--- config.mk ---
export PLATFORM = sky130hd
export DESIGN_NAME = uarttx_buffered
export DESIGN_NICKNAME = d
export VERILOG_FILES = /design/src/rtl/uarttx_buffered.sv
export SDC_FILE = /design/constraint.sdc
export NUM_CORES = 1
export LEC_CHECK = 0
export ABC_AREA = 1
export CAP_MARGIN = 10
export CORE_MARGIN = 2
export CORE_UTILIZATION = 50
export CTS_CLUSTER_DIAMETER = 80
export DETAILED_ROUTE_END_ITERATION = 8
export PLACE_DENSITY = 0.76
export SLEW_MARGIN = 15
export SYNTH_ARGS = -nofsm -noshare
export SYNTH_HDL_FRONTEND = slang
export SYNTH_SLANG_ARGS = --single-unit
--- constraint.sdc ---
create_clock -name clk -period 2.3 [get_ports clk]
set_input_delay 0.46 -clock clk [delete_from_list [all_inputs] [get_ports clk]]
set_output_delay 0.46 -clock clk [all_outputs]
set_load 0.02 [all_outputs]
--- src/rtl/uarttx_buffered.sv ---
// 8N1 UART transmitter with a small byte FIFO in front of it.
// New frames start only while en=1; a frame that has begun always runs to its stop bit.
module uarttx_buffered #(
  parameter int BAUD_MULT  = 10416,
  parameter int FIFO_DEPTH = 4
) (
  input  logic                          clk,
  input  logic                          rst,
  input  logic                          en,
  input  logic [7:0]                    din,
  input  logic                          din_valid,
  output logic                          din_ready,
  output logic                          tx,
  output logic                          busy,
  output logic [1:0]                    out_state,
  output logic [$clog2(FIFO_DEPTH):0]   out_count
);

  localparam int PW = $clog2(FIFO_DEPTH);
  localparam int CW = PW + 1;
  localparam int BW = (BAUD_MULT > 1) ? $clog2(BAUD_MULT) : 1;
  localparam logic [BW-1:0] BAUD_LAST = BW'(BAUD_MULT - 1);
  localparam logic [CW-1:0] DEPTH_C   = CW'(FIFO_DEPTH);

  typedef enum logic [1:0] {
    IDLE  = 2'd0,
    START = 2'd1,
    DATA  = 2'd2,
    STOP  = 2'd3
  } state_t;

  state_t        state_reg;
  logic [BW-1:0] baud_reg;
  logic [2:0]    bit_idx_reg;
  logic [7:0]    shift_reg;
  logic          tx_reg;

  logic [PW-1:0] wr_ptr_reg;
  logic [PW-1:0] rd_ptr_reg;
  logic [CW-1:0] count_reg;
  logic [7:0]    mem [FIFO_DEPTH];

  logic wr_en;
  logic pop_en;
  logic baud_done;
  logic can_pop;

  // Readiness and pop both look at registered occupancy, so a byte written
  // into an empty FIFO cannot be popped until the following edge.
  assign din_ready = (count_reg < DEPTH_C);
  assign wr_en     = din_valid && din_ready;
  assign baud_done = (baud_reg == BAUD_LAST);
  assign can_pop   = en && (count_reg != '0);
  assign pop_en    = can_pop && ((state_reg == IDLE) || ((state_reg == STOP) && baud_done));

  always_ff @(posedge clk) begin
    if (wr_en) begin
      mem[wr_ptr_reg] <= din;
    end
  end

  always_ff @(posedge clk or posedge rst) begin
    if (rst) begin
      wr_ptr_reg <= '0;
      rd_ptr_reg <= '0;
      count_reg  <= '0;
    end else begin
      if (wr_en) begin
        wr_ptr_reg <= wr_ptr_reg + 1'b1;
      end
      if (pop_en) begin
        rd_ptr_reg <= rd_ptr_reg + 1'b1;
      end
      case ({wr_en, pop_en})
        2'b10:   count_reg <= count_reg + 1'b1;
        2'b01:   count_reg <= count_reg - 1'b1;
        default: count_reg <= count_reg;
      endcase
    end
  end

  always_ff @(posedge clk or posedge rst) begin
    if (rst) begin
      state_reg   <= IDLE;
      baud_reg    <= '0;
      bit_idx_reg <= '0;
      shift_reg   <= '0;
      tx_reg      <= 1'b1;
    end else begin
      case (state_reg)
        IDLE: begin
          tx_reg   <= 1'b1;
          baud_reg <= '0;
          if (pop_en) begin
            state_reg <= START;
            shift_reg <= mem[rd_ptr_reg];
            tx_reg    <= 1'b0;
          end
        end
        START: begin
          if (baud_done) begin
            state_reg   <= DATA;
            baud_reg    <= '0;
            bit_idx_reg <= '0;
            tx_reg      <= shift_reg[0];
          end else begin
            baud_reg <= baud_reg + 1'b1;
          end
        end
        DATA: begin
          if (baud_done) begin
            baud_reg <= '0;
            if (bit_idx_reg == 3'd7) begin
              state_reg <= STOP;
              tx_reg    <= 1'b1;
            end else begin
              bit_idx_reg <= bit_idx_reg + 3'd1;
              tx_reg      <= shift_reg[bit_idx_reg + 3'd1];
            end
          end else begin
            baud_reg <= baud_reg + 1'b1;
          end
        end
        STOP: begin
          if (baud_done) begin
            baud_reg <= '0;
            // Chain straight into the next start bit when more data is waiting.
            if (pop_en) begin
              state_reg <= START;
              shift_reg <= mem[rd_ptr_reg];
              tx_reg    <= 1'b0;
            end else begin
              state_reg <= IDLE;
            end
          end else begin
            baud_reg <= baud_reg + 1'b1;
          end
        end
        default: begin
          state_reg <= IDLE;
          tx_reg    <= 1'b1;
        end
      endcase
    end
  end

  assign tx        = tx_reg;
  assign out_state = state_reg;
  assign out_count = count_reg;
  assign busy      = (state_reg != IDLE) || (count_reg != '0);

endmodule

==> key figures <==
Cells and area
  – Util after Layout: 60.6%
  – Largest register FFs: 32
  – Nets: 380
  – Ant. Diodes: 0
  – Commonest non-fill, non-tap cell in the layout: nand2_1
  – Area growth syn-to-layout: 19.3%
  – Commonest non-fill, non-tap cells in the layout: nand2_1 (47), nor2_1 (46), inv_1 (36)
  – # fillers: 528
  – Ratio of cells with drive above 1 in the final layout: 15.6%
  – Finished Cell Area: 0.00378 mm2

Detailed routing
  – DR WL met3: 171 um
  – Post-route ant nets: 0
  – 1st-iter DRT viols: 132
  – Max layer used: met4
  – Wire length per cell: 13.4 um
  – Post-Route M1 WL: 2700 um
  – Met2 wire length: 2880 um
  – Routed via count: 2,243
  – DR DRC count: 0
  – Router iterations before antenna repair: 4
  – DR vias/cell: 5.14
  – Post-Route WL: 5860 um

STA
  – Hold Vio Cnt, Final: 0
  – Period Utilization, post-route: 91.3%
  – Final setup fails: 0
  – Clock Skews: 0.00682 ns
  – Crit path setup slack, layout: 0.200 ns
  – Final min period: 2.10 ns
  – Slew Limit Fails: 0
  – Measured slew at the worst slew-check pin: 0.603 ns
  – Hold WS: 0.488 ns
  – F_max: 476 MHz
  – RSZ-0062 raised after global routing: false
  – Relative slew margins: 59.8%

Setup path
  – Worst setup EP type: flop
  – Worst Setup Path Type: reg2reg
  – CP required: 2.53 ns
  – Critical Path AT: 2.33 ns
  – Worst Path Max Fanout: 3
  – CP Launch Type: flop

Floorplan
  – I/O Pins: 20
  – Initial Util: 50.8%
  – Die X: 83.6 um
  – Std cell rows: 29
  – Area of the core: 0.00624 mm2
  – Die area: 0.00699 mm2
  – Die Y: 83.6 um

Yosys
  – Syn Inst Count: 316
  – EDFF count, synth: 32
  – Synth warn: 0
  – Syn_area_per_cell: 10.0 um2
  – Post-synthesis compound-gate area fraction: 9.04%
  – Netlist Area Pre-Place: 0.00317 mm2
  – Largest family of logic cells by synthesized area: simple AND/OR/NAND/NOR gates
  – Post-Synth Adder-Cell Area: 5.76%
  – Synthesized Nets: 342
  – Ys async rst share: 52.2%
  – Dominant synthesized flop cell: dfrtp_1
  – Sequential-to-total area share from yosys stat: 58.0%
  – Post-Synth Simple-Gate Area: 19.5%
  – Xor/xnor share of the synthesized area: 1.66%
  – Yosys reg bits: 67
  – Multiplexer share of the synthesized area: 0%
  – Synth unique cells: 36

Clock network
  – Root Driver: clkbuf_8
  – TritonCTS clock tree: yes
  – Depth of the CTS H-tree: 3
  – Clk_lat worst skew: 0.34 ns
  – Clk slew on worst S/H paths: 0.08 ns
  – Clock tree buffer depth: 2
  – CTS buffer count: 9
  – CTS sink count: 67

GRT
  – Overflow after GRT: 0
  – Initial antenna violation count: 0
  – First-pass GRT wire length: 9980 um
  – Number of global-route vias before repair: 2,249
  – Largest net degree at the start of global routing: 36
  – Tot GR Track Use: 18.2%

Placement
  – PortBufs: 19
  – HPWL Detailed: 3970 um
  – Placer Congestion: 0.859
  – Pre-CTS setup slack: -0.0865 ns
  – Placed inst area: 0.00353 mm2

Pwr
  – Total power: 2.39 mW
  – PwrDens: 633 mW/mm2
  – Worst VDD drop: 0.457 mV
  – Leakage: 1.56 nW

Run status
  – Status: completed

Flow run
  – Max Cap Violations: 0

Min path
  – Worst Hold Class: reg2reg
## logic make-up (layout without fill, tap and decap cells)
kind of cell / Yosys count / count (layout)
AO/OA/AOI/OAI: 47 / 47
adder cells (fa/ha/maj): 14 / 14
flip-flops: 67 / 67
buffers and inverters: 47 / 90
XOR/XNOR: 6 / 6
AND/OR/NAND/NOR: 135 / 135
## power breakdown
group,total [mW],switching (mW),internal [mW]
Sequential,1.26,0,1.26
Clock,1.10,0.481,0.619
Combinational,0.0381,0.0202,0.0179
## final cells by class
| cell class | count | area [um2] | area share (%) |
|---|---|---|---|
| clock buffer | 9 | 124 | 3.28 |
| clock inverter | 7 | 101 | 2.68 |
| inverter | 41 | 154 | 4.07 |
| multi-input combinational | 202 | 1170 | 30.9 |
| sequential | 67 | 1840 | 48.7 |
| tap | 77 | 96.3 | 2.55 |
| timing repair buffer | 33 | 294 | 7.78 |
## worst paths after layout
kind	endpoint	start	slack [ns]	cells after the start
max in group asynchronous	tx	rst	1.45	3
min in group asynchronous	out_state[1]	rst	0.52	3
max reg2reg	out_count[2]	baud_reg[0]	0.20	13
max	out_count[2]	baud_reg[0]	0.20	13
min reg2reg	tx	tx	0.49	2
min	tx	tx	0.49	2
## through the flow
stage | TNS [ns] | std cells
CTS | 0 | 435
global route | 0 | 436
finish | 0 | 436
detailed placement | -0.0865 | 419
global placement | -0.0549 | 419
floorplan | 0 | 316
## worst max-delay path, cell delays in order, from the launching register on
cell and delay, ns:
dfrtp_1 0.38, ha_2 0.21, nand3_2 0.12, nor2_2 0.13, nand2_2 0.10, nand2_4 0.08, nand2_4 0.05, inv_2 0.05
ha_1 0.12, inv_1 0.06, fa_2 0.34, a21oi_1 0.14, o21ai_1 0.08, xor2_1 0.14
## cells in the mapped netlist, drive strengths merged, types with 4 or more instances
cell type  number  area, um2
a21oi          10       53.8
buf             4       28.8
dfrtp          34        851
edfxtp         32        961
ha             13        163
inv            40        150
nand2          52        218
nand3          14       75.1
nor2           52        228
nor3           10       50.1
o21ai          26        141
o32ai           8       70.1
xor2            4       35.0
## layer usage
layer	vias to the layer above	track usage, %
li1	1131	-
met1	1077	23.3
met2	26	29.4
met3	9	4.85
met4	0	7.77
met5	-	0
## timing repair
item                       in CTS  in global routing
setup endpoints to repair       1                  1
setup buffers                   0                  1
gates cloned                    0                  0
pin swaps                       0                  1
hold endpoints to repair        0                  0
gates resized for setup         1                  7
hold buffers                    0                  0
No activity file was read; power rests on OpenSTA's default activity.
